==> config.mk <==
export PLATFORM = sky130hd
export DESIGN_NAME = button_conditioner
export DESIGN_NICKNAME = d
export VERILOG_FILES = /design/src/rtl/btn_pkg.sv /design/src/rtl/btn_debounce_ch.sv /design/src/rtl/button_conditioner.sv
export SDC_FILE = /design/constraint.sdc
export NUM_CORES = 1
export LEC_CHECK = 0
export CAP_MARGIN = 15
export CORE_UTILIZATION = 30
export DETAILED_ROUTE_END_ITERATION = 8
export PLACE_DENSITY_LB_ADDON = 0.15
export SYNTH_ARGS = -nofsm -noshare
export SYNTH_HDL_FRONTEND = slang
export SYNTH_SLANG_ARGS = --single-unit
==> constraint.sdc <==
create_clock -name clk -period 6.1 [get_ports clk]
set_input_delay 0.61 -clock clk [delete_from_list [all_inputs] [get_ports clk]]
set_output_delay 0.61 -clock clk [all_outputs]
set_load 0.05 [all_outputs]
==> src/rtl/btn_pkg.sv <==
// Shared constants and per-channel state type for the button conditioner.
package btn_pkg;
   localparam int NUM_BTN     = 6;
   localparam int NUM_DIR_BTN = 4;
   localparam int BTN_L       = 0;
   localparam int BTN_R       = 1;
   localparam int BTN_U       = 2;
   localparam int BTN_D       = 3;
   localparam int BTN_PLACE   = 4;
   localparam int BTN_RESET   = 5;

   typedef enum logic [1:0] {
      ST_IDLE      = 2'd0,
      ST_PRESSED   = 2'd1,
      ST_REPEATING = 2'd2
   } btn_state_e;
endpackage

==> src/rtl/btn_debounce_ch.sv <==
// One button channel: 2-flop sync, saturating debounce counter, press FSM, registered press pulse.
// Optional auto-repeat counter is built only when BTN_AUTOREPEAT_EN is defined.
module btn_debounce_ch
   import btn_pkg::*;
#(
   parameter int DEBOUNCE_CYCLES = 1000000
`ifdef BTN_AUTOREPEAT_EN
   ,
   parameter int REPEAT_DELAY    = 50000000,
   parameter int REPEAT_PERIOD   = 15000000,
   parameter bit REPEAT_EN       = 1'b1
`endif
) (
   input  logic clk,
   input  logic rst,
   input  logic raw,
   output logic level,
   output logic pulse
);
   localparam int CNT_W = $clog2(DEBOUNCE_CYCLES);
   localparam logic [CNT_W-1:0] CNT_LAST = CNT_W'(DEBOUNCE_CYCLES - 1);

   logic             sync_meta;
   logic             sync_q;
   logic [CNT_W-1:0] cnt;
   logic             differ;
   logic             flip;
   btn_state_e       state_q;
   btn_state_e       state_d;
   logic             pulse_d;

   always_ff @(posedge clk or posedge rst) begin
      if (rst) begin
         sync_meta <= 1'b0;
         sync_q    <= 1'b0;
      end else begin
         sync_meta <= raw;
         sync_q    <= sync_meta;
      end
   end

   assign level  = (state_q != ST_IDLE);
   assign differ = (sync_q != level);
   assign flip   = differ && (cnt == CNT_LAST);

   always_ff @(posedge clk or posedge rst) begin
      if (rst) begin
         cnt <= '0;
      end else if (!differ || flip) begin
         cnt <= '0;
      end else if (cnt != CNT_LAST) begin
         cnt <= cnt + 1'b1;
      end
   end

`ifdef BTN_AUTOREPEAT_EN
   localparam int REP_MAX = (REPEAT_DELAY > REPEAT_PERIOD) ? REPEAT_DELAY : REPEAT_PERIOD;
   localparam int REP_W   = (REP_MAX > 1) ? $clog2(REP_MAX) : 1;

   logic [REP_W-1:0] rep_cnt;
   logic             rep_delay_hit;
   logic             rep_period_hit;

   assign rep_delay_hit  = REPEAT_EN && (rep_cnt == REP_W'(REPEAT_DELAY - 1));
   assign rep_period_hit = REPEAT_EN && (rep_cnt == REP_W'(REPEAT_PERIOD - 1));

   // Restart the hold timer on every state change and on every emitted pulse.
   always_ff @(posedge clk or posedge rst) begin
      if (rst) begin
         rep_cnt <= '0;
      end else if (!REPEAT_EN || state_q == ST_IDLE || state_d != state_q || pulse_d) begin
         rep_cnt <= '0;
      end else begin
         rep_cnt <= rep_cnt + 1'b1;
      end
   end
`endif

   always_comb begin
      state_d = state_q;
      pulse_d = 1'b0;
      case (state_q)
         ST_IDLE: begin
            if (flip) begin
               state_d = ST_PRESSED;
               pulse_d = 1'b1;
            end
         end
         ST_PRESSED: begin
            if (flip) begin
               state_d = ST_IDLE;
            end
`ifdef BTN_AUTOREPEAT_EN
            else if (rep_delay_hit) begin
               state_d = ST_REPEATING;
               pulse_d = 1'b1;
            end
`endif
         end
`ifdef BTN_AUTOREPEAT_EN
         ST_REPEATING: begin
            if (flip) begin
               state_d = ST_IDLE;
            end else if (rep_period_hit) begin
               pulse_d = 1'b1;
            end
         end
`endif
         default: state_d = ST_IDLE;
      endcase
   end

   always_ff @(posedge clk or posedge rst) begin
      if (rst) begin
         state_q <= ST_IDLE;
         pulse   <= 1'b0;
      end else begin
         state_q <= state_d;
         pulse   <= pulse_d;
      end
   end
endmodule

==> src/rtl/button_conditioner.sv <==
// Debounces six async buttons into levels and single-cycle press pulses; resetGame masks the others.
// Macro BTN_AUTOREPEAT_EN adds auto-repeat pulses on the four direction buttons.
module button_conditioner
   import btn_pkg::*;
#(
   parameter int DEBOUNCE_CYCLES = 1000000,
   parameter int REPEAT_DELAY    = 50000000,
   parameter int REPEAT_PERIOD   = 15000000
) (
   input  logic               clk,
   input  logic               rst,
   input  logic [NUM_BTN-1:0] btn_raw,
   output logic [NUM_BTN-1:0] btn_level,
   output logic [NUM_BTN-1:0] btn_pulse
);
   logic [NUM_BTN-1:0] ch_pulse;

   if (DEBOUNCE_CYCLES < 2 || DEBOUNCE_CYCLES > 16777215 || REPEAT_DELAY < 1 || REPEAT_PERIOD < 1)
   begin : g_param_check
      $error("button_conditioner: illegal timing parameters");
   end

   for (genvar i = 0; i < NUM_BTN; i++) begin : g_ch
      btn_debounce_ch #(
         .DEBOUNCE_CYCLES (DEBOUNCE_CYCLES)
`ifdef BTN_AUTOREPEAT_EN
         ,
         .REPEAT_DELAY    (REPEAT_DELAY),
         .REPEAT_PERIOD   (REPEAT_PERIOD),
         .REPEAT_EN       (i < NUM_DIR_BTN)
`endif
      ) u_ch (
         .clk   (clk),
         .rst   (rst),
         .raw   (btn_raw[i]),
         .level (btn_level[i]),
         .pulse (ch_pulse[i])
      );
   end

   // A game reset wins over any move or marker strobe in the same cycle.
   always_comb begin
      btn_pulse = ch_pulse;
      if (ch_pulse[BTN_RESET]) begin
         btn_pulse[BTN_RESET-1:0] = '0;
      end
   end
endmodule
==> metrics, run 1 <==
worst skew pair latency 0.41 ns; initial DRC count 271; dpl cells 951; clk_skew 0.00562 ns; DRT Pass-1 Iters 4; wire length on met3 327 um; delay-heaviest family, CP buffers and inverters; non-filler cells, final 983; gr ovfl total 0; critical path peak fanout 6; Yosys reg bits 144; Max clock buf depth 2; initial antenna violation count 0; Max Transition Viols Final 0; Worst EP required 5.49 ns; CP Cell Sequence nor2b_1 -> clkdlybuf4s50_1; Worst-path clk slew 0.06 ns; M1 WL 6550 um; initial core utilization 0.310; Antenna diodes 0; gr usage total 0.125; Flop pwr share 0.460; fraction of layout cells with a size suffix above 1 0.0797; cells after synthesis 676; Setup crit start kind flip-flop; P_leak 3.18 nW; CTS Root Cell clkbuf_16; Post-CTS Hold Buffers 0; Final setup viols 0; Routed WL per cell 13.8 um; Post-synth EDFFs 0; DIE AREA 23,500 um^2; chip height 153 um; Worst Slack Setup Final 3.50 ns; ys async rst share 1.00; number of post-CTS setup repair buffers 0; nets 704; CTS sink count 144; largest net degree at the start of global routing 101; unrepaired setup endpoints after global routing no; Worst Path Buf+Inv 1; Die Wd 153 um; placed inst area 7300 um^2; first-pass GRT wire length 23,700 um; DP Worst Slack 3.62 ns; max frequency 385 MHz; Max VDD drop 174 uV; area grow syn2layout 15.6%; Hold Path Class reg2reg; Slew Limit Headroom 0.388; post-synthesis sequential area ratio 0.525; Yosys top cell area share 0.525; TritonCTS clock tree yes; post-synth cell types 40; Comb pwr share 0.029; Clk network pwr share 0.512; top routing layer in use met4; detailed-route DRC error count 0; Top FF cell, synth dfrtp_1; Hold Violations, Final 0; Power Density 269 nW/um^2; sw frac 0.210; design area 7930 um^2; via count 4,942; Post-DP HPWL 9040 um; Reg area 3600 um^2; drt via density 5.03; WP data arrival 1.99 ns; Psw 0.000448 W; YS warnings 0; Routed Wire Length 13,600 um; Mapped Avg Cell Area 10.1 um^2; CORE AREA 22,100 um^2; CP peak stage delay 0.84 ns; Gates resized, CTS repair 0; Multi-input gate area 3060 um^2; io pins 20; status completed; DR WL met2 6460 um; CTS HTree Levels 4; Row Count 54; RD Place Congestion 0.779; Mapped Area 6860 um^2; Fill cells 2,135; vias in the first global route 4,969; Tmin final 2.60 ns; max_cap viols 0; Worst Setup End Kind output pin; crit path max-delay cell type clkdlybuf4s50_1; setup tns final 0 ns; dominant cell type by area after synthesis dfrtp_1; Power Internal 0.00169 W; ranking of synthesized cells by area dfrtp_1 53%, xor2_1 6.8%, nor2_1 5.1%; Worst-Margin Slew 0.918 ns; post-route ant nets 0; fin crit share 0.426; I/O Buffers 19; Syn Nets 690; Num CTS Buffers 17; CP Class reg2out
[through the flow]
step,power [W],hold WS (ns),util
6_report,0.00213,0.348,0.359
4_1_cts,0.00217,0.350,0.359
2_1_floorplan,0.00104,0.331,-
3_5_place_dp,0.00106,0.336,0.330
5_1_grt,0.00222,0.359,0.359
3_3_place_gp,0.00106,0.333,0.330
[worst reg2reg max path: stages (launching register included)]
cell and delay [ns]:
dfrtp_1 0.40, nand3_1 0.13, or4b_2 0.68, o31ai_2 0.67
buf_4 0.30, nor2_1 0.07
[layer usage]
metal,up-vias,GRT usage
li1,2425,-
met1,2440,0.160
met2,58,0.205
met3,19,0.0247
met4,0,0.0505
met5,-,0
[cell usage in the layout, fill, tap and decap left out, types with 7 or more instances in the layout]
cell             netlist  final
nand2_1               35     35
nand3_1               42     42
xnor2_1               30     30
inv_1                 15     14
and4_1                18     18
nand4_1               36     36
xor2_1                53     53
and3_1                 8      8
a21oi_1               31     31
clkdlybuf4s50_1        0     19
dfrtp_1              144    144
or3_1                 18     18
nor4_1                12     12
nor3_1                15     15
o31ai_1               13     11
nor2_1                94     94
nor4b_1                7      7
o21ai_0               17     16
or4_1                 13     13
clkbuf_16              0     17
[cells in the mapped netlist (4+ instances only)]
| cell type | number |
|---|---|
| nand2_1 | 35 |
| nand3_1 | 42 |
| and3_1 | 8 |
| nor4b_1 | 7 |
| xnor2_1 | 30 |
| and2_1 | 4 |
| dfrtp_1 | 144 |
| nor4_1 | 12 |
| o21ai_0 | 17 |
| nor3_1 | 15 |
| buf_2 | 5 |
| buf_4 | 7 |
| nand2b_1 | 4 |
| a21oi_1 | 31 |
| inv_1 | 15 |
| o31ai_1 | 13 |
| or4_1 | 13 |
| xor2_1 | 53 |
| nor2b_1 | 5 |
| and4_1 | 18 |
| mux2_2 | 6 |
| clkbuf_1 | 15 |
| or3_1 | 18 |
| nand4_1 | 36 |
| ha_1 | 6 |
| nor2_1 | 94 |
[final cells by class]
cell class / count / share of cell area
inverter: 15 / 0.00774
tap: 280 / 0.0442
sequential: 144 / 0.455
timing repair buffer: 23 / 0.0278
multi-input combinational: 489 / 0.386
clock inverter: 8 / 0.0158
clock buffer: 24 / 0.0633
[cells by family after synthesis]
family	Yosys count	synth area share
AO/OA/AOI/OAI	66	0.0586
AND/OR/NAND/NOR	328	0.260
adder cells (fa/ha/maj)	6	0.0109
buffers and inverters	43	0.0294
flip-flops	144	0.525
multiplexers	6	0.00985
XOR/XNOR	83	0.106
[flip-flops by register name, summed over array words and instances (netlist names)]
name,flops
g_ch.u_ch.sync_q,6
g_ch.u_ch.cnt,120
g_ch.u_ch.sync_meta,6
g_ch.u_ch.pulse,6
g_ch.u_ch.state_q,6
[power groups by stage]
stage	combinational, W	clock, W	sequential, W
3_5_place_dp	0.0000646	0	0.000998
3_3_place_gp	0.0000627	0	0.000998
2_1_floorplan	0.0000453	0	0.000995
6_report	0.0000617	0.00109	0.000981
4_1_cts	0.0000648	0.00112	0.000981
5_1_grt	0.0000724	0.00116	0.000983
[worst paths after layout]
path                                   startpoint              endpoint  slack, ns  cells past startpoint
max in group asynchronous                     rst  g_ch[5].u_ch.cnt[10]       4.15                      3
max reg2reg                  g_ch[0].u_ch.cnt[16]   g_ch[0].u_ch.cnt[9]       3.74                      5
min                        g_ch[3].u_ch.sync_meta   g_ch[3].u_ch.sync_q       0.35                      0
min in group asynchronous                     rst    g_ch[3].u_ch.pulse       0.76                      2
min reg2reg                g_ch[3].u_ch.sync_meta   g_ch[3].u_ch.sync_q       0.35                      0
max                            g_ch[5].u_ch.pulse          btn_pulse[4]       3.50                      2
Note: power is estimated with default switching activity, not from simulation.
==> run 2: changes to the inputs <==
==> constraint.sdc (replaced) <==
create_clock -name clk -period 2.6 [get_ports clk]
set_input_delay 0.26 -clock clk [delete_from_list [all_inputs] [get_ports clk]]
set_output_delay 0.26 -clock clk [all_outputs]
set_load 0.05 [all_outputs]
==> run 2 against run 1 <==
Net effect:
- combinational power rose to 2.5 times the previous value
- critical path depth up 2
- via count up 0.18%
- clock power rose to 2.7 times the previous value
- routed wire length down 0.11%
- first-iteration DRC count down 48%
- highest routed layer unchanged
==> metrics, run 2 (synthesis results as in run 1) <==
most frequent cells in the layout 144 x dfrtp_1, 94 x nor2_1, 53 x xor2_1, 42 x nand3_1, 36 x nand4_1; Max VDD drop 440 uV; Power Internal 0.00433 W; drt via density 5.01; detailed-route DRC error count 0; commonest non-fill, non-tap cell in the layout dfrtp_1; largest net degree at the start of global routing 121; Comb pwr share 0.029; RR Startpoint g_ch[5].u_ch.cnt[6]; setup tns final 0 ns; Antenna diodes 0; Fill cells 2,180; CP Launch Point g_ch[5].u_ch.cnt[6]; post-route ant nets 0; Fin Hold WS 0.281 ns; chip height 153 um; Hold Violations, Final 0; CP Class reg2reg; P_leak 3.25 nW; max reg flops 120; via count 4,951; DRT Pass-1 Iters 4; area grow syn2layout 17.9%; initial antenna violation count 0; Slew Limit Headroom 0.567; Row Count 54; Hold Path Class in2reg; number of post-CTS setup repair buffers 0; crit path to g_ch[5].u_ch.cnt[7]; Num CTS Buffers 17; worst skew pair latency 0.42 ns; RD Place Congestion 0.764; Final setup viols 0; grt met3 use 0.0289; critical path peak fanout 19; GRT met1 Usage 0.159; Routed WL per cell 13.7 um; Gates resized, CTS repair 0; Worst EP required 2.87 ns; Psw 0.00109 W; status completed; Tot Pwr 0.00542 W; vias in the first global route 4,825; CTS sink count 144; gr ovfl total 0; Die Wd 153 um; CTS HTree Levels 4; GRT Max-Usage Layer met2; Max Transition Viols Final 0; Most flops, register g_ch.u_ch.cnt; CORE AREA 22,100 um^2; gr usage total 0.123; Setup crit start kind flip-flop; Worst-path clk slew 0.06 ns; fraction of layout cells with a size suffix above 1 0.0874; initial core utilization 0.310; GRT met2 Usage 0.200; R2R depth 4; clk_skew 0.00995 ns; Post-DP HPWL 9030 um; nets 710; WP data arrival 2.55 ns; first-pass GRT wire length 23,400 um; Routed Wire Length 13,500 um; Worst Setup End Kind flip-flop; Power Density 671 nW/um^2; unrepaired setup endpoints after global routing no; max frequency 439 MHz; Max clock buf depth 2; worst reg2reg setup slack 0.32 ns; CTS Root Cell clkbuf_16; DIE AREA 23,500 um^2; TritonCTS clock tree yes; Reg-to-Reg End g_ch[5].u_ch.cnt[7]; max_cap viols 0; fin crit share 0.877; Tmin final 2.28 ns; Clk network pwr share 0.547; initial DRC count 140; Post-CTS Hold Buffers 0; Worst-Margin Slew 0.650 ns; io pins 20; sw frac 0.202; Flop pwr share 0.425; I/O Buffers 19
run 2: through the flow:
stage,setup WS [ns],util,cell area (um^2),std cells
2_1_floorplan,0.535,-,6860,676
3_3_place_gp,0.404,0.333,7370,957
3_5_place_dp,0.340,0.333,7370,957
4_1_cts,0.329,0.366,8080,989
5_1_grt,0.208,0.366,8080,989
6_report,0.321,0.366,8080,989
run 2: how the worst min path moves through the flow:
stage | start | end | slack (ns) | depth (start not counted)
global placement | g_ch[3].u_ch.sync_meta | g_ch[3].u_ch.sync_q | 0.33 | 0
detailed placement | g_ch[2].u_ch.sync_meta | g_ch[2].u_ch.sync_q | 0.33 | 0
CTS | btn_raw[2] | g_ch[2].u_ch.sync_meta | 0.26 | 1
finish | btn_raw[2] | g_ch[2].u_ch.sync_meta | 0.28 | 1
floorplan | btn_raw[0] | g_ch[0].u_ch.sync_meta | 0.29 | 0
global route | btn_raw[3] | g_ch[3].u_ch.sync_meta | 0.27 | 1
run 2: power groups by stage:
stage,logic (W),registers [W],clock network [W]
after floorplan,0.000107,0.00234,0
after global placement,0.000159,0.00234,0
after detailed placement,0.000163,0.00234,0
after CTS,0.000163,0.00230,0.00303
after global routing,0.000181,0.00231,0.00313
final,0.000157,0.00230,0.00296
run 2: layout make-up:
class / count / area (um^2) / share of cell area
multi-input cells: 489 / 3060 / 0.379
clock inverters: 13 / 283 / 0.0350
inverters: 15 / 60.1 / 0.00743
well taps: 280 / 350 / 0.0433
clock buffers: 19 / 433 / 0.0536
repair buffers: 29 / 290 / 0.0359
flip-flops and latches: 144 / 3600 / 0.446
run 2: per-layer routing:
metal | part of all wire | vias up
met2 | 0.47 | 43
met4 | 0.014 | 0
met5 | 0 | -
met1 | 0.49 | 2447
met3 | 0.021 | 15
li1 | - | 2446
run 2: critical path, stage by stage (launching register included):
cell and delay (ns):
dfrtp_1 0.44, or4b_1 0.55, or4_4 0.58, o21ai_4 0.46, nor2_1 0.11
==> run 3: changes to the inputs <==
--- a/config.mk
+++ b/config.mk
@@ -5,9 +5,10 @@
 export SDC_FILE = /design/constraint.sdc
 export NUM_CORES = 1
 export LEC_CHECK = 0
-export CAP_MARGIN = 15
+export CAP_MARGIN = 20
 export CORE_UTILIZATION = 30
 export DETAILED_ROUTE_END_ITERATION = 8
+export HOLD_SLACK_MARGIN = 0.12
 export PLACE_DENSITY_LB_ADDON = 0.15
 export SYNTH_ARGS = -nofsm -noshare
 export SYNTH_HDL_FRONTEND = slang
==> results of run 3 <==
Same layout as run 2: the final DEF is identical, and so are final timing and power.
